### src/rtl/conv1_mem_read_pkg.sv
// Shared constants and types for the conv1 input-image read path.
// Optional pixel-index output is enabled with CONV1_RD_PIXIDX_EN.
package conv_pkg;

  localparam int IMG_W  = 28;
  localparam int K      = 5;
  localparam int OUT_W  = IMG_W - K + 1;
  localparam int N_TAPS = K * K;
  localparam int N_WIN  = OUT_W * OUT_W;

  localparam int IMG_AW = 10;
  localparam int WT_AW  = 5;
  localparam int PIX_AW = 10;

  // next kernel row, and next output row
  localparam int ROW_STEP = IMG_W - K + 1;
  localparam int WIN_ROW_STEP = IMG_W - OUT_W + 1;

  typedef logic [IMG_AW-1:0] img_addr_t;
  typedef logic [WT_AW-1:0]  wt_addr_t;
  typedef logic [PIX_AW-1:0] pix_idx_t;

endpackage

### src/rtl/conv1_mem_read_if.sv
// Address/framing bundle between the conv1 reader and the MAC.
// Carries pix_idx only when CONV1_RD_PIXIDX_EN is defined.
interface conv1_mem_read_if;
  import conv_pkg::*;

  logic      enable;
  img_addr_t img_addr;
  wt_addr_t  wt_addr;
  logic      first;
  logic      last;
  logic      valid;
  logic      done;
`ifdef CONV1_RD_PIXIDX_EN
  pix_idx_t  pix_idx;
`endif

  modport master (
    input  enable,
    output img_addr,
    output wt_addr,
    output first,
    output last,
    output valid,
`ifdef CONV1_RD_PIXIDX_EN
    output pix_idx,
`endif
    output done
  );

  modport slave (
    output enable,
    input  img_addr,
    input  wt_addr,
    input  first,
    input  last,
    input  valid,
`ifdef CONV1_RD_PIXIDX_EN
    input  pix_idx,
`endif
    input  done
  );

endinterface

### src/rtl/conv1_mem_read_counter.sv
// Wrap counter 0..MAX; co flags terminal count so stages can chain.
module mod_counter #(
  parameter int MAX = 4
) (
  input  logic clk,
  input  logic reset,
  input  logic inc,
  output logic co
);

  localparam int W = $clog2(MAX + 1);

  logic [W-1:0] q;

  assign co = (q == W'(MAX));

  always_ff @(posedge clk or negedge reset) begin
    if (!reset) begin
      q <= '0;
    end else if (inc) begin
      q <= co ? '0 : q + W'(1);
    end
  end

endmodule

### src/rtl/conv1_mem_read.sv
// Conv1 input-image address generator: 5x5 taps per 24x24 window.
// Define CONV1_RD_PIXIDX_EN to add the pix_idx output.
module conv1_mem_read
  import conv_pkg::*;
(
  input  logic            clk,
  input  logic            reset,
  conv1_mem_read_if.master bus
);

  logic      adv;
  logic      step;
  logic      fin;
  logic      win_end;
  logic      win_step;
  logic      kc_co;
  logic      kr_co;
  logic      oc_co;
  logic      or_co;
  img_addr_t win_base;
  img_addr_t tap_off;
  wt_addr_t  wt_q;
  logic      done_q;

  assign adv      = bus.enable && !done_q;
  assign win_end  = kc_co && kr_co;
  assign fin      = win_end && oc_co && or_co;
  // the final tap only raises done; every counter holds
  assign step     = adv && !fin;
  assign win_step = step && win_end;

  mod_counter #(.MAX(K - 1)) u_kc (
    .clk   (clk),
    .reset (reset),
    .inc   (step),
    .co    (kc_co)
  );

  mod_counter #(.MAX(K - 1)) u_kr (
    .clk   (clk),
    .reset (reset),
    .inc   (step && kc_co),
    .co    (kr_co)
  );

  mod_counter #(.MAX(OUT_W - 1)) u_oc (
    .clk   (clk),
    .reset (reset),
    .inc   (win_step),
    .co    (oc_co)
  );

  mod_counter #(.MAX(OUT_W - 1)) u_or (
    .clk   (clk),
    .reset (reset),
    .inc   (win_step && oc_co),
    .co    (or_co)
  );

  always_ff @(posedge clk or negedge reset) begin
    if (!reset) begin
      tap_off <= '0;
      wt_q    <= '0;
    end else if (step) begin
      if (!kc_co) begin
        tap_off <= tap_off + IMG_AW'(1);
        wt_q    <= wt_q + WT_AW'(1);
      end else if (!kr_co) begin
        tap_off <= tap_off + IMG_AW'(ROW_STEP);
        wt_q    <= wt_q + WT_AW'(1);
      end else begin
        tap_off <= '0;
        wt_q    <= '0;
      end
    end
  end

  always_ff @(posedge clk or negedge reset) begin
    if (!reset) begin
      win_base <= '0;
    end else if (win_step) begin
      win_base <= win_base + (oc_co ? IMG_AW'(WIN_ROW_STEP)
                                    : IMG_AW'(1));
    end
  end

  always_ff @(posedge clk or negedge reset) begin
    if (!reset) begin
      done_q <= 1'b0;
    end else if (adv && fin) begin
      done_q <= 1'b1;
    end
  end

`ifdef CONV1_RD_PIXIDX_EN
  pix_idx_t pix_q;

  always_ff @(posedge clk or negedge reset) begin
    if (!reset) begin
      pix_q <= '0;
    end else if (win_step) begin
      pix_q <= pix_q + PIX_AW'(1);
    end
  end

  assign bus.pix_idx = pix_q;
`endif

  assign bus.img_addr = win_base + tap_off;
  assign bus.wt_addr  = wt_q;
  assign bus.first    = (wt_q == '0);
  assign bus.last     = (wt_q == WT_AW'(N_TAPS - 1));
  assign bus.valid    = adv;
  assign bus.done     = done_q;

endmodule

### src/flat_wrapper.sv
// flat-port wrapper written by rule: the top's interface ports become plain ports
module conv1_mem_read_flat import conv_pkg::*;
  (clk, reset, bus_enable, bus_img_addr, bus_wt_addr, bus_first, bus_last, bus_valid, bus_done);
  conv1_mem_read_if bus_i ();
  input  logic clk;
  input  logic reset;
  input wire logic [$bits(bus_i.enable)-1:0] bus_enable;
  output wire logic [$bits(bus_i.img_addr)-1:0] bus_img_addr;
  output wire logic [$bits(bus_i.wt_addr)-1:0] bus_wt_addr;
  output wire logic [$bits(bus_i.first)-1:0] bus_first;
  output wire logic [$bits(bus_i.last)-1:0] bus_last;
  output wire logic [$bits(bus_i.valid)-1:0] bus_valid;
  output wire logic [$bits(bus_i.done)-1:0] bus_done;
  assign bus_i.enable = bus_enable;
  assign bus_img_addr = bus_i.img_addr;
  assign bus_wt_addr = bus_i.wt_addr;
  assign bus_first = bus_i.first;
  assign bus_last = bus_i.last;
  assign bus_valid = bus_i.valid;
  assign bus_done = bus_i.done;
  conv1_mem_read u_core (.clk(clk), .reset(reset), .bus(bus_i));
endmodule
### config.mk
export PLATFORM = sky130hd
export DESIGN_NAME = conv1_mem_read_flat
export DESIGN_NICKNAME = d
export VERILOG_FILES = /design/src/rtl/conv1_mem_read_pkg.sv /design/src/rtl/conv1_mem_read_if.sv /design/src/rtl/conv1_mem_read_counter.sv /design/src/rtl/conv1_mem_read.sv /design/src/flat_wrapper.sv
export SDC_FILE = /design/constraint.sdc
export NUM_CORES = 1
export LEC_CHECK = 0
export ABC_AREA = 1
export CAP_MARGIN = 15
export CELL_PAD_IN_SITES_DETAIL_PLACEMENT = 2
export CELL_PAD_IN_SITES_GLOBAL_PLACEMENT = 2
export CORE_UTILIZATION = 30
export DETAILED_ROUTE_END_ITERATION = 8
export GPL_TIMING_DRIVEN = 0
export PLACE_DENSITY = 0.84
export SLEW_MARGIN = 5
export SYNTH_ARGS = -nofsm -noshare
export SYNTH_HDL_FRONTEND = slang
export SYNTH_HIERARCHICAL = 1
export SYNTH_SLANG_ARGS = --single-unit
### constraint.sdc
create_clock -name clk -period 2.4 [get_ports clk]
set_input_delay 0.24 -clock clk [delete_from_list [all_inputs] [get_ports clk]]
set_output_delay 0.24 -clock clk [all_outputs]
set_load 0.02 [all_outputs]
# Word level (Yosys, flattened, before mapping)
# Cells that the tools add are included.
[word_totals] register_bits=42
[op_classes] n_addsub=9 eq_ne=5 n_mux=9 reduce_logical=12
[ops] operator="10-bit adder" n=2
[ops] operator="10-bit 2-to-1 mux" n=2
[ops] operator="5-bit 2-to-1 mux" n=4
[ops] operator="5-bit by 1-bit adder with 5-bit output (second input constant)" n=3
[ops] operator="5-bit == test (second input constant)" n=3
[ops] operator="10-bit by 1-bit adder with 10-bit output (second input constant)" n=1
[ops] operator="10-bit by 5-bit adder with 10-bit output (second input constant)" n=1
[ops] operator="1-bit logical AND" n=9
[ops] operator="3-bit 2-to-1 mux" n=3
[ops] operator="3-bit by 1-bit adder with 3-bit output (second input constant)" n=2
[ops] operator="3-bit == test (second input constant)" n=2
[ops] operator="5-bit zero test" n=1
[ops] operator="1-bit zero test" n=2

# Depth between registers and ports, before layout
[depth] depth_word=8 depth_mapped=16 mapped_depth_nobuf=14

# Cells and area by module
# Netlist, hierarchy kept.
[modules_own_cells] module="conv1_mem_read" n_inst=1 cells_each=299 area_each_um2=2117.0
[modules_own_cells] module="mod_counter at u_core.u_oc ..." n_inst=2 cells_each=33 area_each_um2=266.5
[modules_own_cells] module="mod_counter at u_core.u_kc ..." n_inst=2 cells_each=21 area_each_um2=163.9

# Worst setup path after synthesis
# Ideal clock, no wire load.
[synth_timing] path_kind="register to output" startpoint="register u_core.tap_off[0]" endpoint="output bus_img_addr[6]" arrival_time_ns=1.712 required_ns=2.160 setup_slack_ns=0.448 path_stages_with_launch=9 path_cell_list="dfrtp_1 ha_1 inv_1 fa_1 o21ai_0 nand3_1 nand2_1 nand2_1 nand2_1"
[synth_via] elab_chain_cells=1
[synth_lines] item="start, declared" line="conv1_mem_read.sv:21" text="img_addr_t tap_off;"
[synth_lines] item="start signal, assigned" line="conv1_mem_read.sv:66" text="tap_off <= tap_off + IMG_AW'(1);"
[synth_lines] item="start signal, assigned" line="conv1_mem_read.sv:69" text="tap_off <= tap_off + IMG_AW'(ROW_STEP);"
[synth_lines] item="10-bit adder" line="conv1_mem_read.sv:109" text="assign bus.img_addr = win_base + tap_off;"
[synth_lines] item="end, declared" line="flat_wrapper.sv:8" text="output wire logic [$bits(bus_i.img_addr)-1:0] bus_img_addr;"
# Every way passes these cells.

# Worst setup path after layout
# Same ends and word-level chain as after synthesis.

==> impl_metrics.csv <==
group,metric,value,unit
clocking,cts-htree-levels,2,
clocking,cts_tree,"yes",
timing,setup_violations,0,
drt,route.detailed.drc,0,
finish,area_growth,17.8,%
setup_path,cp_cell_sequence,"ha_4 > inv_1 > fa_2 > o21ai_4 > nand3_1 > nand2_1 > nand2_1 > nand2_1 > buf_2",
finish,insertedDiodeCount,0,
setup_path,critical_path_buf_inv_count,2,
clocking,clk_path_buf_depth,2,
die,coreArea,9420,um^2
timing,worst_pin_slew,0.476,ns
pwr,p_int,945,uW
pwr,cellPowerDensity,349,nW/um^2
finish,final-seq-area,1050,um^2
pwr,total_power,1.22,mW
setup_path,slowest_delay,0.43,ns
setup_path,r2r_end,"u_core/u_oc/q[2]",
global_route,gr-total-overflow,0,
timing,min_period,2.28,ns
global_route,grt_pass1_wl,14700,um
setup_path,slowest_stage,"dfrtp_1",
die,num_io_pins,22,
pwr,p_seq_share,57.7,%
setup_path,arrival,2.04,ns
logic_synthesis,synthCells,407,
finish,final_nets,466,
logic_synthesis,yosysSeqAreaShare,35.3,%
clocking,cts_buffers,5,
setup_path,critical_path.top_delay_family,"adder cells",
drt,route.met2.wl,4690,um
timing,finalMaxSlewViolations,0,
die,die_h,102,um
setup_path,r2r-start,"u_core/u_oc/q[0]",
drt,drt-initial-drc-count,56,
place,routabilityCongestion,0.733,
logic_synthesis,yosysWarnings,6,
job,max-cap-violations,0,
die,die_w,102,um
timing,finalHoldViolations,0,
setup_path,endpoint,"bus_img_addr[6]",
finish,fill_cells,1123,
drt,vias,2706,
drt,dr.pass1.iters,4,
logic_synthesis,syn_area,2980,um^2
timing,rsz0062_at_grt,"true",
worst_hold_path,hold_path.class,"primary input to async pin",
logic_synthesis,synth_seq_cells,42,
drt,ant_nets,0,
die,rows,35,
clocking,clock-sinks,42,
pwr,ir_drop,219,uV
setup_path,cp-end-kind,"primary output",
drt,wl_met3,156,um
setup_path,reg2reg_depth,12,
status,status,"finished clean",
setup_path,crit_type,"register to primary output",
setup_path,critPathLaunch,"u_core/tap_off[0]",
setup_path,cp.required,2.16,ns
finish,final_common_cell,"nand2_1",
finish,final_cell_mix,"119 x nand2_1, 65 x inv_1, 41 x nor2_1",
timing,hold_slack,0.390,ns
global_route,antenna_found_initial,0,
timing,post-route-period-util,94.8,%
pwr,switchingPower,279,uW
pwr,pwr-share-clk,40.4,%
pwr,combPwrFrac,1.8,%
finish,multi_input_comb_area,1680,um^2
global_route,grt_usage,18.4,%
logic_synthesis,synth_nets,433,
clocking,cts-root-buf,"clkbuf_8",
setup_path,cp-start-kind,"register",
clocking,clk_latency,0.30,ns
setup_path,crit_fanout,3,
clocking,clk_pin_slew_worst_paths,0.09,ns
logic_synthesis,synth_cell_type_count,28,
global_route,grt_pass1_vias,3032,
logic_synthesis,synth.avg_cell_area,7.32,um^2
timing,skew,0.0116,ns
die,die_area,10300,um^2
pwr,cellLeakagePower,1.90,nW
drt,routed_wl,8690,um
pwr,p_sw_share,22.8,%
setup_path,rrSetupSlack,0.20,ns
setup_path,critical_path.most_common_cell,"nand2_1",
drt,viasPerCell,4.75,
drt,wl_met1,3770,um
place,post-dp-hpwl,6760,um
drt,dr.max_layer_used,"met4",
global_route,grt_start_max_net_pins,29,
timing,maxSlewHeadroom,68.1,%
setup_path,cp.depth,9,
place,io_buffers,21,
timing,max_freq,0.440,GHz
finish,drive_gt1_share,10.7,%
drt,wl_per_cell,15.2,um
die,start_util,31.6,%
## stage by stage
step | utilization, % | instance area (um^2) | setup TNS [ns] | cells | setup WS, ns
6_report | 37.3 | 3510 | 0 | 570 | 0.125
2_1_floorplan | - | 2980 | 0 | 407 | 0.448
3_5_place_dp | 35.7 | 3360 | -1.16 | 558 | -0.441
3_3_place_gp | 35.6 | 3350 | -8.62 | 557 | -0.402
4_1_cts | 37.1 | 3490 | 0 | 569 | 0.0137
5_1_grt | 37.3 | 3510 | -0.00969 | 570 | -0.00969
## power groups by stage
stage | clock [mW] | combinational (mW) | sequential (mW)
4_1_cts | 0.522 | 0.0237 | 0.707
5_1_grt | 0.540 | 0.0258 | 0.707
3_3_place_gp | 0 | 0.0190 | 0.721
2_1_floorplan | 0 | 0.00000172 | 0.721
3_5_place_dp | 0 | 0.0226 | 0.721
6_report | 0.495 | 0.0222 | 0.707
## kinds of logic (layout without fill, tap and decap cells)
logic type / count (synthesis) / after routing / synth area share, %
compound gates: 40 / 40 / 7.31
xor+xnor: 19 / 19 / 5.84
fa+ha+maj: 23 / 23 / 9.92
buf+inv: 71 / 105 / 9.87
flops: 42 / 42 / 35.3
mux: 2 / 2 / 0.756
simple gates: 210 / 210 / 31.0
## metal layers
layer	track usage [%]	up-vias
met1	20.8	1345
met2	36.3	23
met3	2.42	5
met5	0	-
met4	4.01	0
li1	-	1333
## cell type report
class | instances | share of cell area, %
clock inverters | 2 | 0.357
plain buffers | 3 | 1.11
inverters | 68 | 7.28
flip-flops and latches | 42 | 30.0
clock buffers | 6 | 2.35
multi-input cells | 294 | 47.8
well taps | 129 | 4.60
repair buffers | 26 | 6.49
## how the worst min path moves through the flow
stage	slack, ns	startpoint	endpoint	depth (start not counted)
final	0.39	reset	u_core/bus.wt_addr[0]	2
after detailed placement	0.19	reset	u_core/u_kr/q[1]	1
after global placement	0.47	u_core/bus.done	u_core/bus.done	2
after CTS	0.39	reset	u_core/bus.wt_addr[0]	2
after floorplan	-0.06	reset	u_core/bus.done	0
after global routing	0.42	reset	u_core/bus.wt_addr[0]	2
## registers in the layout, indices dropped and copies added (netlist names)
| name | count |
|---|---|
| u_core/bus.done | 1 |
| u_core/bus.wt_addr | 5 |
| u_core/tap_off | 10 |
| u_core/u_kc/q | 3 |
| u_core/u_kr/q | 3 |
| u_core/u_oc/q | 5 |
| u_core/u_or/q | 5 |
| u_core/win_base | 10 |
## synth_stat cells, drive strengths merged
| cell type | n | area (um^2) |
|---|---|---|
| nor3 | 3 | 15.0 |
| o31ai | 2 | 15.0 |
| inv | 67 | 251 |
| buf | 3 | 38.8 |
| nand3b | 3 | 22.5 |
| nand4 | 3 | 18.8 |
| o21bai | 2 | 15.0 |
| mux2 | 2 | 22.5 |
| clkinv | 1 | 3.75 |
| xnor2 | 4 | 35.0 |
| nand2 | 122 | 475 |
| xor2 | 15 | 139 |
| ha | 22 | 275 |
| nand3 | 32 | 160 |
| a21oi | 12 | 60.1 |
| dfrtp | 42 | 1050 |
| o21ai | 24 | 128 |
| fa | 1 | 20.0 |
| nor2 | 47 | 231 |
## what timing repair did
action / 4_1_cts / 5_1_grt
resized for setup: 18 / 18
hold buffers: 1 / 0
hold endpoints to repair: 14 / 0
buffers inserted: 2 / 1
setup endpoints to repair: 10 / 9
pin swaps: 1 / 1
No activity file was read; power rests on OpenSTA's default activity.
